**src/rtl/udm_cordic_csr.sv**
```systemverilog
// Bus-attached iterative CORDIC sine/cosine peripheral for the udm debug bus.
// Rotation mode, 18-bit signed datapath, Q2.14 results with saturating write-back.
module udm_cordic_csr #(
  parameter logic [31:0] BASE_ADDR  = 32'h0000_1000,
  parameter int          ITERATIONS = 16
) (
  input  logic        clk_i,
  input  logic        rst_ni,
  input  logic        bus_req_i,
  input  logic        bus_we_i,
  input  logic [31:0] bus_addr_bi,
  input  logic [3:0]  bus_be_bi,
  input  logic [31:0] bus_wdata_bi,
  output logic        bus_ack_o,
  output logic        bus_resp_o,
  output logic [31:0] bus_rdata_bo,
  output logic        done_o
);
  localparam int                 IW      = 5;
  localparam logic signed [15:0] ANG_MAX = 16'sd25736;
  localparam logic signed [17:0] X_INIT  = 18'sd9949;

  typedef enum logic {S_IDLE, S_RUN} state_e;

  state_e             state_q, state_d;
  logic signed [17:0] x_q, x_d, y_q, y_d, z_q, z_d;
  logic [IW-1:0]      it_q, it_d;
  logic signed [15:0] ang_q, ang_d, cos_q, cos_d, sin_q, sin_d;
  logic [31:0]        cyc_q, cyc_d;
  logic               done_q, done_d, sat_q, sat_d, pulse_q, pulse_d;
  logic               resp_q;
  logic [31:0]        rdata_q, rd_mux;

  logic [31:0] off;
  logic [2:0]  idx;
  logic        hit, wr_en, rd_en, start;
  logic        unused_bits;

  assign off       = bus_addr_bi - BASE_ADDR;
  assign hit       = (bus_addr_bi >= BASE_ADDR) && (off < 32'h14);
  assign idx       = off[4:2];
  assign bus_ack_o = bus_req_i & hit;
  assign wr_en     = bus_ack_o & bus_we_i;
  assign rd_en     = bus_ack_o & ~bus_we_i;
  assign start     = wr_en && (idx == 3'd0) && bus_wdata_bi[0] && (state_q == S_IDLE);
  assign unused_bits = ^{off[31:5], off[1:0], bus_be_bi[3:2], bus_wdata_bi[31:16]};

  function automatic logic signed [17:0] atan_rom(input logic [IW-1:0] i);
    case (i)
      5'd0:    return 18'sd12868;
      5'd1:    return 18'sd7596;
      5'd2:    return 18'sd4014;
      5'd3:    return 18'sd2037;
      5'd4:    return 18'sd1023;
      5'd5:    return 18'sd512;
      5'd6:    return 18'sd256;
      5'd7:    return 18'sd128;
      5'd8:    return 18'sd64;
      5'd9:    return 18'sd32;
      5'd10:   return 18'sd16;
      5'd11:   return 18'sd8;
      5'd12:   return 18'sd4;
      5'd13:   return 18'sd2;
      5'd14:   return 18'sd1;
      default: return 18'sd0;
    endcase
  endfunction

  function automatic logic signed [15:0] sat16(input logic signed [17:0] v);
    if (v > 18'sd32767)  return 16'sh7FFF;
    if (v < -18'sd32768) return 16'sh8000;
    return v[15:0];
  endfunction

  // One micro-rotation; direction chosen by the sign of the residual angle.
  logic               dir;
  logic signed [17:0] x_sh, y_sh, atan_v, x_nx, y_nx, z_nx;
  assign dir    = ~z_q[17];
  assign x_sh   = x_q >>> it_q;
  assign y_sh   = y_q >>> it_q;
  assign atan_v = atan_rom(it_q);
  assign x_nx   = dir ? x_q - y_sh   : x_q + y_sh;
  assign y_nx   = dir ? y_q + x_sh   : y_q - x_sh;
  assign z_nx   = dir ? z_q - atan_v : z_q + atan_v;

  logic signed [15:0] ang_clip;
  logic               ang_ovr;
  always_comb begin
    ang_clip = ang_q;
    ang_ovr  = 1'b0;
    if (ang_q > ANG_MAX) begin
      ang_clip = ANG_MAX;
      ang_ovr  = 1'b1;
    end else if (ang_q < -ANG_MAX) begin
      ang_clip = -ANG_MAX;
      ang_ovr  = 1'b1;
    end
  end

  always_comb begin
    state_d = state_q;
    x_d     = x_q;
    y_d     = y_q;
    z_d     = z_q;
    it_d    = it_q;
    ang_d   = ang_q;
    cos_d   = cos_q;
    sin_d   = sin_q;
    cyc_d   = cyc_q;
    done_d  = done_q;
    sat_d   = sat_q;
    pulse_d = 1'b0;
    if (wr_en && idx == 3'd1) begin
      if (bus_be_bi[0]) ang_d[7:0]  = bus_wdata_bi[7:0];
      if (bus_be_bi[1]) ang_d[15:8] = bus_wdata_bi[15:8];
    end
    case (state_q)
      S_IDLE: if (start) begin
        state_d = S_RUN;
        x_d     = X_INIT;
        y_d     = '0;
        z_d     = {{2{ang_clip[15]}}, ang_clip};
        it_d    = '0;
        sat_d   = ang_ovr;
        done_d  = 1'b0;
      end
      S_RUN: begin
        x_d  = x_nx;
        y_d  = y_nx;
        z_d  = z_nx;
        it_d = it_q + 1'b1;
        if (it_q == IW'(ITERATIONS - 1)) begin
          state_d = S_IDLE;
          cos_d   = sat16(x_nx);
          sin_d   = sat16(y_nx);
          done_d  = 1'b1;
          pulse_d = 1'b1;
          cyc_d   = cyc_q + 32'd1;
        end
      end
      default: state_d = S_IDLE;
    endcase
    // A clear landing on the completion cycle wins over the increment.
    if (wr_en && idx == 3'd4) cyc_d = '0;
  end

  always_comb begin
    rd_mux = '0;
    case (idx)
      3'd0:    rd_mux = {29'b0, sat_q, done_q, state_q == S_RUN};
      3'd1:    rd_mux = {{16{ang_q[15]}}, ang_q};
      3'd2:    rd_mux = {{16{cos_q[15]}}, cos_q};
      3'd3:    rd_mux = {{16{sin_q[15]}}, sin_q};
      3'd4:    rd_mux = cyc_q;
      default: rd_mux = '0;
    endcase
  end

  always_ff @(posedge clk_i or negedge rst_ni) begin
    if (!rst_ni) begin
      state_q <= S_IDLE;
      x_q     <= '0;
      y_q     <= '0;
      z_q     <= '0;
      it_q    <= '0;
      ang_q   <= '0;
      cos_q   <= '0;
      sin_q   <= '0;
      cyc_q   <= '0;
      done_q  <= 1'b0;
      sat_q   <= 1'b0;
      pulse_q <= 1'b0;
      resp_q  <= 1'b0;
      rdata_q <= '0;
    end else begin
      state_q <= state_d;
      x_q     <= x_d;
      y_q     <= y_d;
      z_q     <= z_d;
      it_q    <= it_d;
      ang_q   <= ang_d;
      cos_q   <= cos_d;
      sin_q   <= sin_d;
      cyc_q   <= cyc_d;
      done_q  <= done_d;
      sat_q   <= sat_d;
      pulse_q <= pulse_d;
      resp_q  <= rd_en;
      rdata_q <= rd_en ? rd_mux : '0;
    end
  end

  assign bus_resp_o   = resp_q;
  assign bus_rdata_bo = rdata_q;
  assign done_o       = pulse_q;
endmodule

```
**config.mk**
```make
export PLATFORM = sky130hd
export DESIGN_NAME = udm_cordic_csr
export DESIGN_NICKNAME = d
export VERILOG_FILES = /design/src/rtl/udm_cordic_csr.sv
export SDC_FILE = /design/constraint.sdc
export NUM_CORES = 1
export LEC_CHECK = 0
export ABC_AREA = 1
export BUFFER_PORTS_ARGS = -buffer_cell sky130_fd_sc_hd__buf_2
export CAP_MARGIN = 10
export CORE_MARGIN = 1
export CORE_UTILIZATION = 60
export CTS_CLUSTER_DIAMETER = 150
export DETAILED_ROUTE_END_ITERATION = 8
export PLACE_DENSITY = 0.8
export SLEW_MARGIN = 20
export SYNTH_ARGS = -nofsm -noshare
export SYNTH_HDL_FRONTEND = slang
export SYNTH_SLANG_ARGS = --single-unit
export TNS_END_PERCENT = 1
```
**constraint.sdc**
```tcl
create_clock -name clk_i -period 6.19 [get_ports clk_i]
set_input_delay 0.619 -clock clk_i [delete_from_list [all_inputs] [get_ports clk_i]]
set_output_delay 0.619 -clock clk_i [all_outputs]
set_load 0.01 [all_outputs]
```
# == Word level (Yosys, flattened, before mapping) ==
# Memory sizes are Yosys's and may differ from the RTL's.
# Cells that the tools add are included.
# word_totals
mem_bits_ro,224
word_cells,113
reg_bits,176
mem_count,1
# classes
n_shift,2
add_sub_neg,9
bitwise_logic,5
n_eq_ne,7
mux,51
order_cmp,8
reduce_logical,15
# mem_list
name,words,word_bits,read_ports,rd_ports_with_merged_regs,wr,line_no,source
(name not given),16,14,1,0,0,49,case (i)
# op_table
operator,count
$mux W16,10
$pmux W32 S5,1
$mux W32,4
$mux W18,7
$pmux W18 S2,3
$add A18 B18 Y18,3
$sub A18 B18 Y18,3
$gt A18 B16 Y1 const B,2
$lt A18 B16 Y1 const B,2
$sshr A18 B5 Y18,2
$add A32 B1 Y32 const B,1
$ge A32 B13 Y1 const B,1
$lt A32 B5 Y1 const B,1
$sub A32 B13 Y32 const B,1
$mux W1,22
$gt A16 B16 Y1 const B,1
$lt A16 B16 Y1 const B,1
$reduce_and A2 Y1,6
$pmux W5 S2,1
$eq A3 B2 Y1 const B,2
$logic_and A1 B1 Y1,6
$add A5 B1 Y5 const B,1
$eq A5 B4 Y1 const B,1
$mux W5,1
other kinds (9),14

# == Logic depth before layout (Yosys ltp) ==
# depth
depth_word,12
mapped_depth,32

# == Worst setup path after synthesis ==
# Ideal clock, no wire load.
# synth_timing
kind,reg2reg
from,reg it_q[0]
to,reg sin_q[10]
stages_incl_launch_ff,30
slack_ns,1.958
setup_time_ns,0.117
required_ns,6.073
arrival_time_ns,4.116
path_buffers,3
path_cell_list,dfrtp_1 buf_4 buf_6 nand2_1 nand3_1 nand3_1 nand2_1 nand2_1 nand2_1 nor2_2 ha_1 nand4_1 nor2_1 nand2_1 o31ai_1 nand2_1 xor2_1 ha_1 inv_1 nor3_1 nand2_1 o311ai_0 inv_1 nand3_1 nand2_2 o21ai_2 buf_6 nand2_1 nand2_1 nand2_1
# synth_via
elab_chain_len,10
word_cells_on_any_way,18
cone_classes,add/sub: 2; order compare: 2; eq/ne: 1; shift: 1; mux: 11; reduce/logical: 1
# synth_rtl
item,line_no,source
"start, declared",27,"logic [IW-1:0] it_q, it_d;"
"start signal, assigned",180,it_q <= it_d;
$sshr A18 B5 Y18,79,assign x_sh = x_q >>> it_q;
$add A18 B18 Y18 / $sub A18 B18 Y18 (equally long branches),83,assign y_nx = dir ? y_q + x_sh : y_q - x_sh;
$mux W18,83,
$lt A18 B16 Y1,71,if (v < -18'sd32768) return 16'sh8000;
$mux W1 (2 in a row),71,
$mux W1,132,if (it_q == IW'(ITERATIONS - 1)) begin
$mux W1,117,case (state_q)
$mux W16,72,return v[15:0];
$mux W16,71,
"end signal, assigned",183,sin_q <= sin_d;
"end, declared",28,"logic signed [15:0] ang_q, ang_d, cos_q, cos_d, sin_q, sin_d;"
# Several ways; a longest one is shown, not always the timed one. The select of a mux whose other input is x is not followed.
# A chain may end at the register's enable or synchronous reset.

# == Final worst setup path ==
# layout_timing
from,reg it_q[3]
to,reg sin_q[14]
# Same word-level chain as after synthesis.

==> out/metrics.csv <==
stage;metric;value;unit
drt;post-route-drc-count;0;
setup_path;critPathBufInv;5;
cts;cts_resized;0;
timing;finClkSkew;17.8;ps
global_route;grt_antenna_before_repair;0;
yosys;synth_top_family_by_area;simple AND/OR/NAND/NOR gates;
place;io_buffers;86;
yosys;yosys.area_share.simple;35.0;%
drt;drtIter0Drc;1227;
die;rows;55;
cts;clockBufferDepth;2;
final_layout;fin_nets;2289;
yosys;yosys.area.top_type;dfrtp_1;
die;die_x;155;um
timing;timing.setup.tns;0;ps
drt;first_pass_iters;5;
place;place.gp.congestion;0.949;
yosys;synthAdderAreaFrac;6.15;%
timing;fin_crit_sh;85.8;%
final_layout;n_antenna_cell;0;
timing;fin_crit;5310;ps
pwr;power_density;158;mW/mm^2
timing;slew_headroom;43.8;%
run;cap_viol_max_count;0;
global_route;globalRouteOverflowTotal;0;
setup_path;crit_path_start_kind;flip-flop;
cts;clkTransAtPathRegs;90;ps
yosys;synth-seq-cells;176;
drt;ant_nets;0;
setup_path;path_depth;26;
cts;cts_root_buffer;clkbuf_16;
timing;worst_pin_slew;840;ps
final_layout;areaGrowthSynthToFinish;8.57;%
drt;wl_per_cell;17.2;um
yosys;ys_warn_count;0;
yosys;synth_compound_area_share;12.5;%
worst_hold_path;hold_path_class;in -> async;
drt;via_per_inst;5.83;
global_route;grt_pass1_vias;13700;
cts;cts.htree.levels;4;
yosys;synth-edff-count;0;
die;core_area;0.0228;sq mm
yosys;synthMuxAreaShare;0.161;%
setup_path;crit_family;simple AND/OR/NAND/NOR gates;
yosys;netlist_area;0.0140;sq mm
drt;wirelength;42.7;mm
global_route;grt_util_all_layers;36.2;%
setup_path;cp.arrival;5640;ps
die;boundaryPins;107;
final_layout;drive_above_1_share;8.88;%
yosys;ys_seq_area_share;31.5;%
setup_path;worst-path-max-fanout;26;
cts;clock_latency;450;ps
global_route;grt_pass1_wl;68.0;mm
drt;vias;14400;
global_route;grt_max_degree;80;
setup_path;critPathSlowestCell;dfrtp_1;
yosys;ys.flop_type;dfrtp_1;
pwr;p_leak;7.77;nW
yosys;synthXorXnorAreaFrac;5.82;%
timing;hold_violations;0;
yosys;syn_avg_cell_area;6.67;sq um
place;place_hpwl;31.4;mm
yosys;synth_cells;2100;
setup_path;cp-end-kind;flip-flop;
cts;cts_tree;done;
timing;final_max_slew_viol_count;0;
setup_path;crit_type;reg -> reg;
die;die_h;155;um
run_status;status;completed;
setup_path;rr_worst_depth;26;
setup_path;path_common_cell;nand2_1;
yosys;ys_top_cells_by_area;dfrtp_1 (31%), nand2_1 (18%), nand3_1 (6.9%);
timing;fmax;188;MHz
timing;rsz0062_at_grt;false;
setup_path;required;6520;ps
yosys;async_flop_share;100;%
timing;finalSetupViolCount;0;
pwr;ir_worst_vdd;0.000146;V
die;die_area;0.0239;sq mm
setup_path;critical_path.max_stage_delay;610;ps
cts;cts_inserted_buffers;17;
final_layout;final_core_util;66.7;%
cts;ctsHoldBuffers;0;
cts;postCtsSetupBuffers;0;
yosys;synth_fp_nets;2239;
yosys;synth_top_area_share;31.5;%
cts;cts.sinks;176;
yosys;ys_types;55;
die;start_util;61.5;%
## final cells by class
cell class,instances,area (sq um)
Multi-Input combinational cell,1625,8350
Fill cell,2058,7580
Sequential cell,176,4400
Inverter,226,851
Timing Repair Buffer,104,572
Clock buffer,17,425
Tap cell,313,392
Clock inverter,15,204
## path summary, 6_finish.rpt
kind,startpoint,to,slack (ps)
setup / recovery,it_q[3]$_DFFE_PN0P_,sin_q[14]$_DFFE_PN0P_,880
hold / removal,rst_ni,z_q[16]$_DFFE_PN0P_,190
setup reg to reg,it_q[3]$_DFFE_PN0P_,sin_q[14]$_DFFE_PN0P_,880
hold reg to reg,sin_q[0]$_DFFE_PN0P_,sin_q[0]$_DFFE_PN0P_,480
max in group asynchronous,rst_ni,cyc_q[0]$_DFFE_PN0P_,4630
min in group clk_i,bus_wdata_bi[8],ang_q[8]$_DFFE_PN0P_,380
## metal layers
metal / routed length, um / vias to the layer above / GRT usage (%)
li1: - / 6951 / -
met1: 18000 / 6787 / 46.9
met2: 19900 / 601 / 59.5
met3: 3020 / 108 / 5.32
met4: 1780 / 0 / 17.7
met5: 0 / - / 0
## flip-flops by register name (all words and copies together), names as in the netlist
| register | cells |
|---|---|
| y_q | 18 |
| it_q | 5 |
| bus_rdata_bo | 32 |
| ang_q | 16 |
| state_q | 1 |
| sin_q | 16 |
| cyc_q | 32 |
| cos_q | 16 |
| sat_q | 1 |
| x_q | 18 |
| bus_resp_o | 1 |
| z_q | 18 |
| done_q | 1 |
| done_o | 1 |
## cell families (layout without fill, tap and decap cells)
kind of cell,Yosys count,after routing
AO/OA/AOI/OAI,307,307
XOR/XNOR,93,93
adder cells (fa/ha/maj),67,67
buffers and inverters,299,362
AND/OR/NAND/NOR,1156,1156
multiplexers,2,2
flip-flops,176,176
## synthesized netlist by cell type (all sizes together) (3+ instances only)
library cell / n
a211oi: 3
a21boi: 3
a21oi: 112
a221oi: 11
a31oi: 8
a41oi: 4
buf: 40
clkbuf: 33
dfrtp: 176
fa: 3
ha: 64
inv: 224
nand2: 675
nand3: 198
nand3b: 5
nand4: 23
nor2: 192
nor3: 31
nor4: 11
o211ai: 9
o21ai: 119
o22ai: 16
o31ai: 11
or2: 13
or3: 3
xnor2: 34
xor2: 59
## through the flow
| step | instances | worst slack [ps] | power, mW | hold slack (ps) | instance area (sq um) |
|---|---|---|---|---|---|
| final | 2476 | 880 | 2.40 | 187 | 15200 |
| after detailed placement | 2444 | 1050 | 1.26 | 466 | 14600 |
| after global routing | 2476 | 473 | 2.45 | 256 | 15200 |
| after CTS | 2476 | 1000 | 2.40 | 234 | 15200 |
| after global placement | 2444 | 1180 | 1.26 | 457 | 14600 |
| after floorplan | 2100 | 1960 | 1.20 | 323 | 14000 |
## report_power, final
part | leakage (nW) | switching [mW] | internal (mW) | total [mW]
logic | 5.61 | 0.0639 | 0.0268 | 0.0907
clock network | 0.303 | 0.600 | 0.561 | 1.16
registers | 1.86 | 0.0000000509 | 1.15 | 1.15
## layout by cell type (no fill, tap or decap), types with 59 or more instances in the layout
cell type and n:
inv_1 213, nor2_1 183, dfrtp_1 176, xor2_1 59
o21ai_0 101, ha_1 64, a21oi_1 112, buf_2 85
nand3_1 192, nand2_1 666
No activity file was read; power rests on OpenSTA's default activity.
